<file path="src/rtl/cotm32_pkg.sv">
// Shared cotm32 core types: LSU operation codes, LSU FSM states, exceptions and bus payload.
package cotm32_pkg;

  localparam int unsigned XLEN = 32;
  localparam int unsigned BE_W = XLEN / 8;

  typedef enum logic [3:0] {
    LSU_NONE = 4'd0,
    LOAD_B   = 4'd1,
    LOAD_H   = 4'd2,
    LOAD_W   = 4'd3,
    LOAD_BU  = 4'd4,
    LOAD_HU  = 4'd5,
    STORE_B  = 4'd6,
    STORE_H  = 4'd7,
    STORE_W  = 4'd8
  } lsu_ls_t;

  typedef enum logic [1:0] {
    LSU_IDLE = 2'd0,
    LSU_BUS  = 2'd1,
    LSU_WAIT = 2'd2,
    LSU_RESP = 2'd3
  } lsu_state_t;

  typedef enum logic [1:0] {
    LSU_EXC_NONE           = 2'd0,
    LSU_EXC_LOAD_MISALIGN  = 2'd1,
    LSU_EXC_STORE_MISALIGN = 2'd2
  } lsu_exc_t;

  // Data-memory request payload held stable while the request is outstanding.
  typedef struct packed {
    logic            we;
    logic [XLEN-1:0] addr;
    logic [BE_W-1:0] be;
    logic [XLEN-1:0] wdata;
  } lsu_mem_t;

  function automatic logic lsu_is_store(input lsu_ls_t op);
    return (op == STORE_B) || (op == STORE_H) || (op == STORE_W);
  endfunction

endpackage

</file>
<file path="src/rtl/cotm32_lsu_align.sv">
// Combinational LSU datapath: misalignment detect, store lane replication and
// byte enables, load lane shift and sign/zero extension.
module cotm32_lsu_align
  import cotm32_pkg::*;
(
  input  lsu_ls_t         i_req_op,
  input  logic [1:0]      i_req_off,
  input  logic [XLEN-1:0] i_req_wdata,
  input  lsu_ls_t         i_ld_op,
  input  logic [1:0]      i_ld_off,
  input  logic [XLEN-1:0] i_rdata,
  output logic            o_misalign_c,
  output logic [BE_W-1:0] o_be_c,
  output logic [XLEN-1:0] o_wdata_c,
  output logic [XLEN-1:0] o_ld_data_c
);

  logic [XLEN-1:0] w_shift;

  assign w_shift = i_rdata >> {i_ld_off, 3'b000};

  // Request side: alignment and store formatting from the incoming op.
  always_comb begin
    o_misalign_c = 1'b0;
    o_be_c       = {BE_W{1'b1}};
    o_wdata_c    = '0;
    case (i_req_op)
      LOAD_B, LOAD_BU: begin
        o_be_c = BE_W'(4'b0001 << i_req_off);
      end
      LOAD_H, LOAD_HU: begin
        o_misalign_c = i_req_off[0];
        o_be_c       = BE_W'(4'b0011 << i_req_off);
      end
      LOAD_W: begin
        o_misalign_c = (i_req_off != 2'b00);
      end
      STORE_B: begin
        o_be_c    = BE_W'(4'b0001 << i_req_off);
        o_wdata_c = {4{i_req_wdata[7:0]}};
      end
      STORE_H: begin
        o_misalign_c = i_req_off[0];
        o_be_c       = BE_W'(4'b0011 << i_req_off);
        o_wdata_c    = {2{i_req_wdata[15:0]}};
      end
      STORE_W: begin
        o_misalign_c = (i_req_off != 2'b00);
        o_wdata_c    = i_req_wdata;
      end
      default: begin
        o_misalign_c = 1'b0;
      end
    endcase
  end

  // Response side: extract the addressed lane and extend.
  always_comb begin
    o_ld_data_c = w_shift;
    case (i_ld_op)
      LOAD_B:  o_ld_data_c = {{(XLEN-8){w_shift[7]}}, w_shift[7:0]};
      LOAD_BU: o_ld_data_c = {{(XLEN-8){1'b0}}, w_shift[7:0]};
      LOAD_H:  o_ld_data_c = {{(XLEN-16){w_shift[15]}}, w_shift[15:0]};
      LOAD_HU: o_ld_data_c = {{(XLEN-16){1'b0}}, w_shift[15:0]};
      default: o_ld_data_c = w_shift;
    endcase
  end

endmodule

</file>
<file path="src/rtl/cotm32_lsu.sv">
// cotm32 load-store unit: one data-memory transaction at a time over a
// req/gnt/rvalid bus, with misalignment reporting and registered responses.
module cotm32_lsu
  import cotm32_pkg::*;
(
  input  logic            i_clk,
  input  logic            i_rst,
  input  logic            i_req_valid,
  input  lsu_ls_t         i_req_op,
  input  logic [XLEN-1:0] i_req_addr,
  input  logic [XLEN-1:0] i_req_wdata,
  output logic            o_req_ready,
  output logic            o_rsp_valid,
  output logic [XLEN-1:0] o_rsp_rdata,
  output lsu_exc_t        o_rsp_exc,
  output logic            o_mem_req,
  input  logic            i_mem_gnt,
  output logic            o_mem_we,
  output logic [XLEN-1:0] o_mem_addr,
  output logic [BE_W-1:0] o_mem_be,
  output logic [XLEN-1:0] o_mem_wdata,
  input  logic            i_mem_rvalid,
  input  logic [XLEN-1:0] i_mem_rdata
);

  lsu_state_t      r_state;
  logic            r_req_ready;
  logic            r_rsp_valid;
  logic [XLEN-1:0] r_rsp_rdata;
  lsu_exc_t        r_rsp_exc;
  logic            r_mem_req;
  lsu_mem_t        r_mem;
  lsu_ls_t         r_op;
  logic [1:0]      r_off;

  lsu_state_t      w_state_nxt;
  logic            w_req_ready_nxt;
  logic            w_rsp_valid_nxt;
  logic [XLEN-1:0] w_rsp_rdata_nxt;
  lsu_exc_t        w_rsp_exc_nxt;
  logic            w_mem_req_nxt;
  lsu_mem_t        w_mem_nxt;
  lsu_ls_t         w_op_nxt;
  logic [1:0]      w_off_nxt;

  logic            w_misalign;
  logic [BE_W-1:0] w_be;
  logic [XLEN-1:0] w_wdata;
  logic [XLEN-1:0] w_ld_data;
  logic            w_accept;

  cotm32_lsu_align u_align (
    .i_req_op     (i_req_op),
    .i_req_off    (i_req_addr[1:0]),
    .i_req_wdata  (i_req_wdata),
    .i_ld_op      (r_op),
    .i_ld_off     (r_off),
    .i_rdata      (i_mem_rdata),
    .o_misalign_c (w_misalign),
    .o_be_c       (w_be),
    .o_wdata_c    (w_wdata),
    .o_ld_data_c  (w_ld_data)
  );

  assign w_accept = i_req_valid && (i_req_op != LSU_NONE);

  // Next-state and next-output logic; every output register is fed from here.
  always_comb begin
    w_state_nxt     = r_state;
    w_req_ready_nxt = 1'b0;
    w_rsp_valid_nxt = 1'b0;
    w_rsp_rdata_nxt = '0;
    w_rsp_exc_nxt   = LSU_EXC_NONE;
    w_mem_req_nxt   = r_mem_req;
    w_mem_nxt       = r_mem;
    w_op_nxt        = r_op;
    w_off_nxt       = r_off;

    case (r_state)
      LSU_IDLE: begin
        w_req_ready_nxt = 1'b1;
        if (w_accept) begin
          w_req_ready_nxt = 1'b0;
          w_op_nxt        = i_req_op;
          w_off_nxt       = i_req_addr[1:0];
          if (w_misalign) begin
            // Misaligned: report immediately, never touch the bus.
            w_state_nxt     = LSU_RESP;
            w_rsp_valid_nxt = 1'b1;
            w_rsp_exc_nxt   = lsu_is_store(i_req_op) ? LSU_EXC_STORE_MISALIGN
                                                     : LSU_EXC_LOAD_MISALIGN;
          end else begin
            w_state_nxt     = LSU_BUS;
            w_mem_req_nxt   = 1'b1;
            w_mem_nxt.we    = lsu_is_store(i_req_op);
            w_mem_nxt.addr  = {i_req_addr[XLEN-1:2], 2'b00};
            w_mem_nxt.be    = w_be;
            w_mem_nxt.wdata = w_wdata;
          end
        end
      end

      LSU_BUS: begin
        if (i_mem_gnt) begin
          w_mem_req_nxt = 1'b0;
          if (r_mem.we) begin
            w_state_nxt     = LSU_RESP;
            w_rsp_valid_nxt = 1'b1;
          end else begin
            w_state_nxt = LSU_WAIT;
          end
        end
      end

      LSU_WAIT: begin
        if (i_mem_rvalid) begin
          w_state_nxt     = LSU_RESP;
          w_rsp_valid_nxt = 1'b1;
          w_rsp_rdata_nxt = w_ld_data;
        end
      end

      LSU_RESP: begin
        w_state_nxt     = LSU_IDLE;
        w_req_ready_nxt = 1'b1;
      end

      default: begin
        w_state_nxt     = LSU_IDLE;
        w_req_ready_nxt = 1'b1;
        w_mem_req_nxt   = 1'b0;
      end
    endcase
  end

  // State and output registers; reset abandons any in-flight transaction.
  always_ff @(posedge i_clk) begin
    if (i_rst) begin
      r_state     <= LSU_IDLE;
      r_req_ready <= 1'b1;
      r_rsp_valid <= 1'b0;
      r_rsp_rdata <= '0;
      r_rsp_exc   <= LSU_EXC_NONE;
      r_mem_req   <= 1'b0;
      r_mem       <= '0;
      r_op        <= LSU_NONE;
      r_off       <= '0;
    end else begin
      r_state     <= w_state_nxt;
      r_req_ready <= w_req_ready_nxt;
      r_rsp_valid <= w_rsp_valid_nxt;
      r_rsp_rdata <= w_rsp_rdata_nxt;
      r_rsp_exc   <= w_rsp_exc_nxt;
      r_mem_req   <= w_mem_req_nxt;
      r_mem       <= w_mem_nxt;
      r_op        <= w_op_nxt;
      r_off       <= w_off_nxt;
    end
  end

  assign o_req_ready = r_req_ready;
  assign o_rsp_valid = r_rsp_valid;
  assign o_rsp_rdata = r_rsp_rdata;
  assign o_rsp_exc   = r_rsp_exc;
  assign o_mem_req   = r_mem_req;
  assign o_mem_we    = r_mem.we;
  assign o_mem_addr  = r_mem.addr;
  assign o_mem_be    = r_mem.be;
  assign o_mem_wdata = r_mem.wdata;

endmodule
</file>
<file path="config.mk">
export PLATFORM = sky130hd
export DESIGN_NAME = cotm32_lsu
export DESIGN_NICKNAME = d
export VERILOG_FILES = /design/src/rtl/cotm32_pkg.sv /design/src/rtl/cotm32_lsu_align.sv /design/src/rtl/cotm32_lsu.sv
export SDC_FILE = /design/constraint.sdc
export NUM_CORES = 1
export LEC_CHECK = 0
export ABC_AREA = 0
export BUFFER_PORTS_ARGS = -buffer_cell sky130_fd_sc_hd__clkbuf_2
export CAP_MARGIN = 40
export CORE_ASPECT_RATIO = 0.9
export CORE_MARGIN = 10
export CORE_UTILIZATION = 41
export DETAILED_ROUTE_END_ITERATION = 10
export GPL_ROUTABILITY_DRIVEN = 0
export HOLD_SLACK_MARGIN = 0.06
export PLACE_DENSITY = 0.71
export SYNTH_ARGS = -nofsm -noshare
export SYNTH_HDL_FRONTEND = slang
export SYNTH_SLANG_ARGS = --single-unit
</file>
<file path="constraint.sdc">
create_clock -name i_clk -period 3.45 [get_ports i_clk]
set_clock_uncertainty 0.05 [all_clocks]
set_input_delay 0.5175 -clock i_clk [delete_from_list [all_inputs] [get_ports i_clk]]
set_output_delay 0.5175 -clock i_clk [all_outputs]
set_load 0.005 [all_outputs]
</file>
## Word-level counts from Yosys, hierarchy flattened

Cells that the tools add are included.
W data, S select, Z words.

- Memories: 0
- Latch bits: 0
- RAM bits: 0
- Register bits after elaboration: 112
- ROM bits: 0
- Input bits: 105

- Mux-type cells: 23
- Order comparisons: 0
- Shift operators: 3
- Multipliers: 0
- Equality and inequality tests: 19
- Reductions and logical operators: 16
- $add $sub $neg: 0
- Bitwise gates (word level): 5
- Divide/modulo/power cells: 0

Operator list:

| cell | number |
|---|---|
| $pmux W32 S4 | 1 |
| $pmux W32 S3 | 1 |
| $shr A32 B5 Y32 | 1 |
| $eq A4 B3 Y1 const B | 6 |
| $eq A4 B2 Y1 const B | 3 |
| $mux W1 | 10 |
| $mux W2 | 5 |
| $reduce_or A3 Y1 | 3 |
| $eq A4 B1 Y1 const B | 2 |
| $ne A2 B2 Y1 const B | 4 |
| $pmux W2 S4 | 1 |
| $pmux W4 S2 | 1 |
| $pmux W1 S2 | 3 |
| $reduce_and A3 Y1 | 2 |
| $not A1 Y1 | 5 |
| $eq A2 B2 Y1 const B | 2 |
| $eq A4 B4 Y1 const B | 1 |
| $reduce_and A4 Y1 | 1 |
| $reduce_bool A2 Y1 | 2 |
| $reduce_bool A4 Y1 | 1 |
| $reduce_or A4 Y1 | 1 |
| $shl A1 B2 Y4 const A | 1 |
| $shl A2 B2 Y4 const A | 1 |
| $pmux W1 S3 | 1 |
| 6 further kinds | 7 |

## Logic depth before layout (Yosys ltp)

- Depth after elaboration: 6
- Gate-level depth with buffers: 8
- Gate-level depth less buffers: 7

## Modules after synthesis

A second synthesis with hierarchy kept.

- Cell total of the unflattened synthesis: 625
- Area total of the unflattened synthesis: 5,167.5 µm²

Modules (own cells, without submodules):

| module | sequential area each (µm²) | instances | area an instance (µm²) | cells each |
|---|---|---|---|---|
| cotm32_lsu | 2,242.2 | 1 | 3,886.2 | 431 |
| cotm32_lsu_align | 0.0 | 1 | 1,281.2 | 194 |

## Worst setup path after synthesis

No wires, ideal clock.

- Kind: input port to flip-flop
- From: in i_req_op[0]
- To: reg r_mem (netlist bit o_mem_wdata[24])
- Stages on the path: 7
- Arrival time: 2,318 ps
- Library setup time: 68 ps
- Path buffers: 2
- Slack: 1,014 ps
- Path through: buf_2 -> or3b_2 -> a211oi_1 -> nor3_2 -> nor2_1 -> buf_2 -> o2bb2ai_2

- Word-level cells in the longest chain between the ends: 5
- Elaborated cells on any way between the ends: 14

RTL lines:

| element | line | text |
|---|---|---|
| from (decl) | cotm32_lsu.sv:9 | `input lsu_ls_t i_req_op,` |
| $eq A4 B3 Y1, or another cell as far along | cotm32_lsu_align.sv:27 | `case (i_req_op)` |
| $reduce_or A3 Y1 (no source line) / $reduce_or A2 Y1 (equally long branches) | n/a |  |
| $pmux W1 S2 | cotm32_lsu_align.sv:27 |  |
| $not A1 Y1 (no source line) | n/a |  |
| $reduce_and A3 Y1 (no source line) | n/a |  |
| to (signal assigned) | cotm32_lsu.sv:155 | `r_mem <= w_mem_nxt;` |
| to (decl) | cotm32_lsu.sv:32 | `lsu_mem_t r_mem;` |

Several ways; a longest one is shown, not always the timed one.
A chain may end at the register's enable or synchronous reset.

## Worst setup path in the final report

- From: in i_req_op[0]
- To: reg r_mem (netlist bit o_mem_be[3])

Same word-level chain as after synthesis.

==> results.toml <==
[critical_path]
critPathBufInv = 2
end_kind = "flop"
path_depth = 7
slowest_stage = "or3b_2"
startpoint = "i_req_op[0]"
r2r-end = "o_mem_be[2]$_SDFFE_PP0P_"
timing.critical_path.mode_cell = "a211oi_1"
max_stage_delay_ps = 560
cp_data_arrival_time_ps = 2970
r2r-start = "r_state[0]$_SDFFE_PP0P_"
crit_required_ps = 3670
crit_family = "simple AND/OR/NAND/NOR gates"
r2r_setup_slack_ps = 970
critPathKind = "in2reg"
cp_max_fo = 22
worst_setup_path_start_kind = "primary input"
crit_chain = "clkbuf_2, or3b_2, a211oi_1, or3_1, buf_4, a211oi_1, nor3_1"
r2r_cells = 7
crit_end = "o_mem_be[3]$_SDFFE_PP0P_"

[yosys]
synth.area.top_cells = "dfxtp_1 48%, nand2_1 7.5%, a21oi_1 6.8%"
yosysSeqAreaShare = 0.480
synth_area_leader_cell = "dfxtp_1"
synthCells = 520
synth_top_area_share = 0.480
async_flop_share = 0
synth_edf_count = 0
syn_area_um2 = 4670
yosys.cell_count.top_type = "dfxtp_1"
synth_warnings = 0
synth_cell_types = 53
synth-seq-cells = 112
yosys-top-cells-count = "112 x dfxtp_1, 93 x nand2_1, 63 x a21oi_1"
avgSynthCellArea_um2 = 8.97
ys.flop_type = "dfxtp_1"

[grt]
grt_pass1_wl_mm = 23.4
antenna_found_initial = 0
grt-ovfl-total = 0
grt_pass1_vias = 4560
grt_max_degree = 58
grtUsageTotal = 0.178

[floorplan]
rows = 36
start_util = 0.425
pin_count = 211
die_x_um = 132
die-area_um2 = 16100
core_area_um2 = 11000
dieHeight_um = 121

[timing]
period_minus_slack_ps = 2750
slew_violations = 0
holdWs_ps = 334
setup_viol = 0
fin_setup_tns_ps = 0
rsz0062_at_grt = "false"
fin_crit_sh = 0.796
hold_viol = 0
worst_slack_ps = 704
relSlewSlack = 0.384
max_freq_ghz = 0.364
worst_pin_slew_ps = 917

[detailed_routing]
wl_met2_mm = 6.93
drcViolationCount = 0
dr_wl_met3_mm = 1.53
wl_met1_mm = 6.27
dr.pass1.iters = 5
wl_per_cell_um = 17.2
ant_nets = 0
vias = 4493
topRoutingLayerUsed = "met4"
finalWirelength_mm = 15.0
drt_iter0_drc = 251
viasPerCell = 5.18

[place]
dp_hpwl_mm = 11.5
io_buffers = 208
pre_cts_ws_ps = 372

[layout]
drive_above_1_share = 0.346
diodes = 0
area_growth_pct = 30.8
nets = 821

[min_path]
hold_start = "i_req_addr[11]"
hp-class = "in2reg"

[clock_tree]
cts_buffer_depth = 2
cts_tree = "built"
cts-root-buf = "clkbuf_16"
clk_pin_slew_worst_paths_ps = 70
clk_latency_ps = 350
cts_resized = 0
h-tree-depth = 3
numCtsBuffers = 9
hold_buffers = 0
post-cts-setup-buffers = 0
cts.sinks = 112

[power]
pwr_density_cell_nw_per_um2 = 574
peakVddDrop_v = 0.000339
power_mw = 3.50
p_leak_nw = 2.80

[outcome]
status = "finished, final reports clean"

[job]
maxCapViolations = 0
==> final cells by class <==
type | count | area [µm²]
Tap cell | 152 | 190
Timing Repair Buffer | 218 | 1120
Sequential cell | 112 | 2240
Clock buffer | 14 | 254
Inverter | 9 | 33.8
Clock inverter | 2 | 38.8
Multi-Input combinational cell | 361 | 2230
Fill cell | 1042 | 4890
==> worst reg2reg max path, stage by stage, from the launching register on <==
cell,delay (ps)
dfxtp_1,350
inv_1,160
ha_1,260
nand2_1,260
or3_1,550
buf_4,250
a2111oi_0,390
nor3_1,90
==> per-layer routing <==
layer | track usage | vias to the layer above
met2 | 0.285 | 195
li1 | - | 2219
met1 | 0.209 | 2066
met4 | 0.0563 | 0
met5 | 0 | -
met3 | 0.0828 | 13
==> sequential cells by signal (all words and copies together), names as in the netlist <==
name	cells
o_mem_wdata	32
o_rsp_rdata	32
o_mem_addr	30
o_mem_be	4
r_op	4
o_rsp_exc	2
r_off	2
r_state	2
o_mem_req	1
o_mem_we	1
o_req_ready	1
o_rsp_valid	1
==> how the worst min path moves through the flow <==
| stage | end | slack (ps) | depth (start not counted) |
|---|---|---|---|
| after floorplan | o_mem_addr[10]$_SDFFE_PP0P_ | 400 | 2 |
| after global placement | o_mem_addr[29]$_SDFFE_PP0P_ | 390 | 2 |
| after detailed placement | o_mem_addr[2]$_SDFFE_PP0P_ | 400 | 2 |
| after CTS | o_mem_addr[31]$_SDFFE_PP0P_ | 320 | 3 |
| after global routing | o_mem_addr[20]$_SDFFE_PP0P_ | 330 | 3 |
| final | o_mem_addr[11]$_SDFFE_PP0P_ | 330 | 3 |
==> layout by cell type, fill, tap and decap left out, types with 3 or more instances in the layout <==
cell type	netlist	routed
clkbuf_2	0	208
dfxtp_1	112	112
nand2_1	93	93
a21oi_1	63	63
nor2_1	30	29
mux2i_1	24	24
a211oi_1	19	19
o21ai_0	19	19
nor3_1	16	16
o2bb2ai_2	10	10
nor2b_1	10	10
buf_4	3	10
inv_1	9	9
a21o_1	9	9
clkbuf_16	0	9
a22o_1	8	8
a221oi_1	8	8
o2bb2ai_1	6	6
ha_1	5	5
clkbuf_1	24	4
nand3_1	3	3
a2111oi_0	3	3
==> cells by family (layout without fill, tap and decap cells) <==
kind of cell / after synthesis / count (layout) / share of synthesized area
XOR/XNOR: 3 / 3 / 0.00563
AND/OR/NAND/NOR: 172 / 172 / 0.168
AO/OA/AOI/OAI: 154 / 154 / 0.229
other: 1 / 2 / 0.000804
adder cells (fa/ha/maj): 5 / 5 / 0.0134
buffers and inverters: 48 / 243 / 0.0466
multiplexers: 25 / 25 / 0.0563
flip-flops: 112 / 112 / 0.480
==> report_power, final <==
part	leakage (nW)	switching (mW)	total (mW)	internal [mW]
combinational	1.75	0.559	0.930	0.371
sequential	0.911	0.0918	1.54	1.44
clock	0.141	0.451	1.04	0.586
total	2.80	1.10	3.50	2.40
==> metrics by stage <==
step / cell area (µm²) / instances / util
global route: 6100 / 868 / 0.555
floorplan: 4670 / 521 / -
finish: 6100 / 868 / 0.555
detailed placement: 5810 / 852 / 0.529
CTS: 6100 / 868 / 0.555
global placement: 5810 / 852 / 0.529
No activity file was read; power rests on OpenSTA's default activity.
